==> config.mk <==
export PLATFORM = sky130hd
export DESIGN_NAME = wave_fetch_sched
export DESIGN_NICKNAME = d
export VERILOG_FILES = /design/src/rtl/wave_fetch_sched.sv
export SDC_FILE = /design/constraint.sdc
export NUM_CORES = 1
export LEC_CHECK = 0
export BUFFER_PORTS_ARGS = -buffer_cell sky130_fd_sc_hd__buf_2
export CORE_MARGIN = 1.5
export CORE_UTILIZATION = 55
export CTS_CLUSTER_SIZE = 40
export DETAILED_ROUTE_END_ITERATION = 16
export PLACE_DENSITY = 0.82
export SLEW_MARGIN = 20
export SYNTH_ARGS = -nofsm -noshare
export SYNTH_HDL_FRONTEND = slang
export SYNTH_SLANG_ARGS = --single-unit
==> constraint.sdc <==
create_clock -name clk -period 6.2 [get_ports clk]
set_clock_uncertainty 0.1 [all_clocks]
set_input_delay 0.62 -clock clk [delete_from_list [all_inputs] [get_ports clk]]
set_output_delay 0.62 -clock clk [all_outputs]
set_load 0.01 [all_outputs]
==> src/rtl/wave_fetch_sched.sv <==
// Frame-fetch scheduler: issues one PSRAM read burst per display column each frame,
// tracks returning beats, and applies keypad pan/zoom to the frame base and pitch.
module wave_fetch_sched #(
  parameter int NUM_BURSTS      = 640,
  parameter int BURST_BEATS     = 4,
  parameter int MAX_OUTSTANDING = 4,
  parameter int ZOOM_MAX        = 7,
  parameter int PAN_COLS        = 64
) (
  input  logic        clk,
  input  logic        reset,
  input  logic        psram_ready,
  input  logic        vsync,
  input  logic        key_left,
  input  logic        key_right,
  input  logic        key_zoom_in,
  input  logic        key_zoom_out,
  output logic [24:0] araddr,
  output logic        arvalid,
  input  logic        arready,
  input  logic        rvalid,
  output logic [2:0]  zoom,
  output logic [24:0] base_addr,
  output logic        frame_done,
  output logic        overrun,
  output logic        rsp_error
);

  localparam logic [9:0] LAST_ISSUE_C = 10'(NUM_BURSTS - 1);
  localparam logic [1:0] LAST_BEAT_C  = 2'(BURST_BEATS - 1);
  localparam logic [2:0] MAX_OUT_C    = 3'(MAX_OUTSTANDING);
  localparam logic [2:0] ZOOM_MAX_C   = 3'(ZOOM_MAX);
  localparam int         PAN_SHIFT    = $clog2(PAN_COLS);

  typedef enum logic [1:0] {
    ST_STARTUP = 2'd0,
    ST_IDLE    = 2'd1,
    ST_ISSUE   = 2'd2,
    ST_DRAIN   = 2'd3
  } state_t;

  function automatic logic [24:0] step_of(input logic [2:0] z);
    step_of = 25'd8 << z;
  endfunction

  state_t      state_r, state_s;
  logic        vsync_meta_r, vsync_sync_r, vsync_prev_r, vsync_rise_r;
  logic [24:0] araddr_r, araddr_s;
  logic        arvalid_r, arvalid_s;
  logic [2:0]  zoom_r, zoom_s;
  logic [24:0] base_r, base_s;
  logic        frame_done_r, frame_done_s;
  logic        overrun_r, rsp_error_r;
  logic [9:0]  issued_r, issued_s;
  logic [2:0]  outstanding_r, outstanding_s;
  logic [1:0]  beat_r, beat_s;
  logic [3:0]  pend_r, pend_s;
  logic [3:0]  key_s, apply_s;
  logic [24:0] step_s, pan_s;
  logic        hs_s, orphan_s, retire_s;

  assign key_s    = {key_zoom_out, key_zoom_in, key_right, key_left};
  assign step_s   = step_of(zoom_r);
  assign hs_s     = arvalid_r & arready;
  assign orphan_s = rvalid & (outstanding_r == 3'd0);
  assign retire_s = rvalid & ~orphan_s & (beat_r == LAST_BEAT_C);

  // Vsync synchroniser with a registered rising-edge pulse
  always_ff @(posedge clk or posedge reset) begin
    if (reset) begin
      vsync_meta_r <= 1'b0;
      vsync_sync_r <= 1'b0;
      vsync_prev_r <= 1'b0;
      vsync_rise_r <= 1'b0;
    end else begin
      vsync_meta_r <= vsync;
      vsync_sync_r <= vsync_meta_r;
      vsync_prev_r <= vsync_sync_r;
      vsync_rise_r <= vsync_sync_r & ~vsync_prev_r;
    end
  end

  // Fetch FSM next state, request accumulator and burst/beat bookkeeping
  always_comb begin
    state_s       = state_r;
    araddr_s      = araddr_r;
    issued_s      = issued_r;
    outstanding_s = outstanding_r;
    beat_s        = beat_r;
    if (!psram_ready) begin
      state_s       = ST_STARTUP;
      issued_s      = 10'd0;
      outstanding_s = 3'd0;
      beat_s        = 2'd0;
    end else begin
      if (rvalid && !orphan_s) beat_s = beat_r + 2'd1;
      else beat_s = beat_r;
      if (hs_s && !retire_s) outstanding_s = outstanding_r + 3'd1;
      else if (retire_s && !hs_s) outstanding_s = outstanding_r - 3'd1;
      else outstanding_s = outstanding_r;
      case (state_r)
        ST_STARTUP: state_s = ST_IDLE;
        ST_IDLE: begin
          if (vsync_rise_r) begin
            araddr_s = base_r;
            issued_s = 10'd0;
            state_s  = ST_ISSUE;
          end else begin
            state_s = ST_IDLE;
          end
        end
        ST_ISSUE: begin
          if (hs_s) begin
            issued_s = issued_r + 10'd1;
            araddr_s = araddr_r + step_s;
            if (issued_r == LAST_ISSUE_C) state_s = ST_DRAIN;
            else state_s = ST_ISSUE;
          end else begin
            state_s = ST_ISSUE;
          end
        end
        ST_DRAIN: begin
          if (outstanding_r == 3'd0) state_s = ST_IDLE;
          else state_s = ST_DRAIN;
        end
        default: state_s = ST_STARTUP;
      endcase
    end
    // Outputs are registered from next-state values so they line up with the state they describe
    arvalid_s    = (state_s == ST_ISSUE) && (outstanding_s < MAX_OUT_C);
    frame_done_s = (state_s == ST_DRAIN) && (outstanding_s == 3'd0);
  end

  // Keypad: apply in IDLE (zoom first, then pan with the new step), otherwise hold pending
  always_comb begin
    pend_s  = pend_r;
    zoom_s  = zoom_r;
    base_s  = base_r;
    apply_s = 4'd0;
    pan_s   = 25'd0;
    if (state_r == ST_IDLE) begin
      apply_s = pend_r | key_s;
      pend_s  = 4'd0;
      if (apply_s[2] && !apply_s[3] && (zoom_r != ZOOM_MAX_C)) zoom_s = zoom_r + 3'd1;
      else if (apply_s[3] && !apply_s[2] && (zoom_r != 3'd0)) zoom_s = zoom_r - 3'd1;
      else zoom_s = zoom_r;
      pan_s = step_of(zoom_s) << PAN_SHIFT;
      if (apply_s[0] && !apply_s[1]) base_s = (base_r >= pan_s) ? (base_r - pan_s) : 25'd0;
      else if (apply_s[1] && !apply_s[0]) base_s = base_r + pan_s;
      else base_s = base_r;
    end else begin
      pend_s = pend_r | key_s;
    end
  end

  // State, counters, outputs and sticky error flags
  always_ff @(posedge clk or posedge reset) begin
    if (reset) begin
      state_r       <= ST_STARTUP;
      araddr_r      <= 25'd0;
      arvalid_r     <= 1'b0;
      zoom_r        <= 3'd0;
      base_r        <= 25'd0;
      frame_done_r  <= 1'b0;
      overrun_r     <= 1'b0;
      rsp_error_r   <= 1'b0;
      issued_r      <= 10'd0;
      outstanding_r <= 3'd0;
      beat_r        <= 2'd0;
      pend_r        <= 4'd0;
    end else begin
      state_r       <= state_s;
      araddr_r      <= araddr_s;
      arvalid_r     <= arvalid_s;
      zoom_r        <= zoom_s;
      base_r        <= base_s;
      frame_done_r  <= frame_done_s;
      overrun_r     <= overrun_r | (vsync_rise_r & (state_r != ST_IDLE));
      rsp_error_r   <= rsp_error_r | orphan_s;
      issued_r      <= issued_s;
      outstanding_r <= outstanding_s;
      beat_r        <= beat_s;
      pend_r        <= pend_s;
    end
  end

  assign araddr     = araddr_r;
  assign arvalid    = arvalid_r;
  assign zoom       = zoom_r;
  assign base_addr  = base_r;
  assign frame_done = frame_done_r;
  assign overrun    = overrun_r;
  assign rsp_error  = rsp_error_r;

endmodule
# --- Word level (Yosys, flattened, before mapping) ---
# Index checks and enable logic that the tools add are counted.
word_totals:
  latch_bits: 0
  in_bits: 10
  output_inout_bits: 57
  mem_count: 0
  rom_bits: 0
  mem_bits_rw: 0
  wordCells: 107
  regBits: 82
op_classes:
  n_mul: 0
  n_div: 0
  n_addsub: 9
  reduce_logical: 27
  n_eq_ne: 15
  shift: 2
  magnitude_cmp: 2
  n_bitwise: 11
  muxes: 25
ops:
  columns: ["operator", "count"]
  rows:
  - ["$mux W25", 5]
  - ["$add A25 B25 Y25", 2]
  - ["$pmux W25 S2", 1]
  - ["$mux W10", 3]
  - ["$ge A25 B25 Y1", 1]
  - ["$shl A4 B3 Y25 const A", 1]
  - ["$sub A25 B25 Y25", 1]
  - ["$pmux W10 S2", 1]
  - ["$shl A4 B3 Y19 const A", 1]
  - ["$mux W3", 6]
  - ["$mux W2", 6]
  - ["$logic_and A1 B1 Y1", 11]
  - ["$add A10 B1 Y10 const B", 1]
  - ["$eq A10 B10 Y1 const B", 1]
  - ["$eq A2 B2 Y1 const B", 5]
  - ["$ne A3 B3 Y1 const B", 3]
  - ["$pmux W2 S4", 1]
  - ["$logic_not A1 Y1", 7]
  - ["$add A3 B1 Y3 const B", 2]
  - ["$and A1 B1 Y1", 6]
  - ["$logic_not A3 Y1", 2]
  - ["$sub A3 B1 Y3 const B", 2]
  - ["$mux W4", 1]
  - ["$ne A2 B1 Y1 const B", 2]
  - ["15 further kinds", 19]

# --- Longest topological paths before layout ---
logic_depth:
  depth_word: 11
  ltp_mapped: 18
  ltp_nobuf: 17

# --- Least setup slack after synthesis ---
# No wires, ideal clock.
synth_path:
  path_type: "register to register"
  startpoint: "register zoom_r[0], in the netlist zoom[0]"
  endpoint: "register base_r[21], in the netlist base_addr[21]"
  required_time_ps: 6026
  setup_ps: 74
  synth_period_minus_slack_ps: 3933
  stages_incl_launch_ff: 16
  setup_slack_ps: 2267
  arrival_time_ps: 3759
  n_path_buf: 0
  cell_sequence: "dfrtp_1 ha_1 ha_1 nor4_2 nor2_1 xnor2_1 and3_1 ha_1 inv_1 fa_1 nor3_2 o31ai_1 a311oi_1 nand2_1 a211o_1 o21ai_2"
synth_between:
  elab_chain_len: 9
  elab_cells_between_ends: 16
  classes_between: "add/sub: 4; order compare: 1; eq/ne: 1; shift: 1; mux: 6; reduce/logical: 3"
synth_rtl:
  columns: ["element", "line_no", "rtl"]
  rows:
  - ["start: declaration", "50", "logic [2:0] zoom_r, zoom_s;"]
  - ["start signal: assignment", "175", "zoom_r <= zoom_s;"]
  - ["branches (longest 3 deep; another with $sub A3 B1 Y3)", null, null]
  - ["$mux W3 (*)", "144", "if (apply_s[2] && !apply_s[3] && (zoom_r != ZOOM_MAX_C)) zoom_s = zoom_r + 3'd1;"]
  - ["$mux W3 (*)", "141", "if (state_r == ST_IDLE) begin"]
  - ["$shl A4 B3 Y19 (*)", "43", "step_of = 25'd8 << z;"]
  - ["$add A25 B25 Y25, or another cell as far along", "149", "else if (apply_s[1] && !apply_s[0]) base_s = base_r + pan_s;"]
  - ["$mux W25, on equally long branches", "149, 148", null]
  - ["$mux W25 (*)", "148", "if (apply_s[0] && !apply_s[1]) base_s = (base_r >= pan_s) ? (base_r - pan_s) : 25'd0;"]
  - ["end signal: assignment", "176", "base_r <= base_s;"]
  - ["end: declaration", "51", "logic [24:0] base_r, base_s;"]
# Mark *: on every way between the ends. The select of a mux whose other input is x is not followed.
# A chain may end at the register's enable or synchronous reset.

# --- Final worst setup path ---
layout_path:
  startpoint: "register zoom_r[0], in the netlist zoom[0]"
  endpoint: "register base_r[15], in the netlist base_addr[15]"
# The elaborated chain is that of the path after synthesis.

==> impl_metrics.tcl <==
set metrics [dict create \
    power_leakage_nw 2.53 \
    finalMaxSlewViolations 0 \
    globalRouteOverflowTotal 0 \
    cts_root_buf "clkbuf_8" \
    start_util_pct 57.6 \
    setup.worst_path.end_class "flip-flop" \
    critPathMaxFanout 17 \
    reg2regPathDepth 13 \
    wirelength_um 14400 \
    cts.sinks 71 \
    nNetsFinal 722 \
    routability_congestion 0.913 \
    cts_repair_resize_count 0 \
    cts_tree "yes" \
    synth.area.top_cells "dfrtp_1 (33%), ha_1 (9.0%), nand2_1 (4.8%), o21ai_0 (3.7%), nor2_1 (3.5%)" \
    rsz0062_at_grt "no" \
    yosys_most_used_dff "dfrtp_1" \
    worst_r2r_startpoint "zoom[0]" \
    first_global_vias 4747 \
    route.antenna.remaining_nets 0 \
    crit_path_start "zoom[0]" \
    grt_pass1_wl_um 23700 \
    drt_iter0_drc 392 \
    row_count 35 \
    clock.fmax_ghz 0.192 \
    cts_buffers 9 \
    areaGrowthSynthToFinish_pct 8.92 \
    synthesis.area_per_instance_um2 8.54 \
    crit_reg_reg_endpoint "base_addr[15]" \
    rrSetupSlack_ns 1.0 \
    grt_start_max_net_pins 72 \
    setup_violations 0 \
    dieArea_um2 10400 \
    crit_path_end "base_addr[15]" \
    period_minus_slack_ns 5.20 \
    detail_placement_hpwl_um 10300 \
    synth_top_cell_area_share_pct 32.9 \
    global_route.usage.total_pct 29.1 \
    die_height_um 102 \
    criticalPathCategory "flip-flop to flip-flop" \
    synthDistinctLibCells 76 \
    worst_endpoint_required_time_ns 6.33 \
    antenna_found_initial 0 \
    drive_above_1_share_pct 14.1 \
    detail_route.wl_per_cell_um 17.9 \
    post-cts-setup-buffer-count 0 \
    design_area_um2 5880 \
    holdCritPathClass "flip-flop to flip-flop" \
    netlist_area_um2 5400 \
    h-tree-depth 3 \
    synth.ff_latch_count 71 \
    cts_hold_buffers 0 \
    cts_max_path_buffers 2 \
    synth_enable_flop_cells 0 \
    setup.worst_path.start_class "flip-flop" \
    worst_path_clk_slew_ns 0.08 \
    synth.yosys.seq_area_share_pct 32.9 \
    crit_arrival_ns 5.33 \
    ys_async_sr_fraction_pct 100 \
    core_area_um2 9370 \
    synth_largest_area_cell "dfrtp_1" \
    routed-via-count 5064 \
    cellPowerDensity_nw_per_um2 468 \
    finalCritPeriodShare_pct 83.9 \
    buffer_ports.inserted 57 \
    synth_warnings 0 \
    slew_headroom_pct 32.6 \
    tightest_slew_ns 1.01 \
    insertedDiodeCount 0 \
    viasPerCell 6.29 \
    post-route-drc-count 0 \
    fin_setup_tns_ns 0 \
    overall_die_width_um 102 \
    timing.final.hold_violations 0 \
    boundaryPins 67 \
    status "completed" \
    vdd_drop_max_v 0.000235 \
    placedInstanceArea_um2 5680 \
    clk-insertion-delay-late_ns 0.35 \
    synth_cells 632 \
    max_cap_violations 0 \
    detail_route.first_pass.iterations 5 \
]
## logic make-up after synthesis
| kind of cell | count (synthesis) | share of synthesized area, % |
|---|---|---|
| other cells | 1 | 0.0694 |
| compound gates | 172 | 22.5 |
| flops | 71 | 32.9 |
| fa+ha+maj | 41 | 9.78 |
| simple gates | 251 | 23.8 |
| mux | 7 | 1.34 |
| xor+xnor | 22 | 3.57 |
| buf+inv | 67 | 6.02 |
## how the worst min path moves through the flow
stage | start | end | depth (start not counted)
final | vsync_meta_r | vsync_sync_r | 0
after global routing | vsync | vsync_meta_r | 1
after CTS | vsync_meta_r | vsync_sync_r | 0
after detailed placement | vsync_meta_r | vsync_sync_r | 0
after global placement | vsync_meta_r | vsync_sync_r | 0
after floorplan | vsync_meta_r | vsync_sync_r | 0
## flip-flops by register name, summed over array words and instances, names as in the netlist
signal         flops
araddr            23
arvalid            1
base_addr         16
beat_r             2
frame_done         1
issued_r          10
outstanding_r      3
overrun            1
pend_r             4
rsp_error          1
state_r            2
vsync_meta_r       1
vsync_prev_r       1
vsync_rise_r       1
vsync_sync_r       1
zoom               3
## metrics by stage
| step | instances | util (%) | setup slack (ns) | total power, mW | hold WS [ns] |
|---|---|---|---|---|---|
| 2_1_floorplan | 640 | - | 2.27 | 1.96 | 0.231 |
| 3_3_place_gp | 789 | 60.6 | 1.38 | 2.29 | 0.235 |
| 3_5_place_dp | 789 | 60.6 | 1.11 | 2.33 | 0.239 |
| 4_1_cts | 805 | 62.8 | 1.07 | 2.73 | 0.258 |
| 5_1_grt | 805 | 62.8 | 0.595 | 2.97 | 0.249 |
| 6_report | 805 | 62.8 | 0.999 | 2.75 | 0.254 |
## power by group
group / internal, mW / switching (mW)
Clock: 0.199 / 0.194
Combinational: 0.632 / 1.01
Sequential: 0.555 / 0.162
## worst max-delay path: stages (launching register included)
cell       delay [ns]
dfrtp_1          0.44
ha_1             0.25
ha_1             0.23
nor4_2           0.48
nor2_1           0.11
o31ai_2          0.82
nand3_1          0.18
ha_1             0.51
a2111oi_4        0.36
nor4_2           0.07
a221oi_2         0.75
a21oi_2          0.33
a221oi_1         0.35
nor2_1           0.09
## cell type report
cell class                      instances  area (um2)
Clock buffer                           12         145
Clock inverter                          4        55.1
Fill cell                             835        3490
Inverter                               26        97.6
Multi-Input combinational cell        502        3330
Sequential cell                        71        1780
Tap cell                              129         161
Timing Repair Buffer                   61         315
## cell usage after synthesis (3+ instances only)
master and n:
o22ai_1 6, ha_1 39, o211ai_1 5, xor2_1 4, o31ai_1 12, nand2b_1 10, nor4_1 4, nand4_1 9
o2bb2ai_1 3, xnor2_1 18, a311oi_1 7, a221oi_1 4, mux2i_1 5, dfrtp_1 71, nand2_1 69, nand3_1 30
o21ai_0 40, clkbuf_1 18, a21oi_1 27, inv_1 25, a2bb2oi_1 5, o2111ai_1 3, buf_4 13, buf_2 8
a21o_1 7, o21a_1 4, nor2_1 50, a21boi_0 3, nor2b_1 12, a31oi_1 13, a211oi_1 5, or3_1 7
nand3b_1 4, and2_1 11, and4_1 3, nor3_1 17, and3_1 11
## cells in the final DEF, fill, tap and decap left out, drive strengths merged, types with 10 or more instances in the layout
master,Yosys,final
a21oi,29,29
a31oi,13,13
and2,11,11
and3,11,11
buf,23,61
clkbuf,18,12
dfrtp,71,71
ha,39,39
inv,25,25
nand2,69,69
nand2b,10,10
nand3,30,30
nor2,50,50
nor2b,12,12
nor3,18,18
o21ai,41,41
o31ai,13,13
xnor2,18,18
## metal layers
metal  track usage [%]  share of wire, %
met4              10.7               2.7
met5                 0                 0
met3              5.61               8.0
met2              47.2                48
met1              38.6                42
No activity file was read; power rests on OpenSTA's default activity.
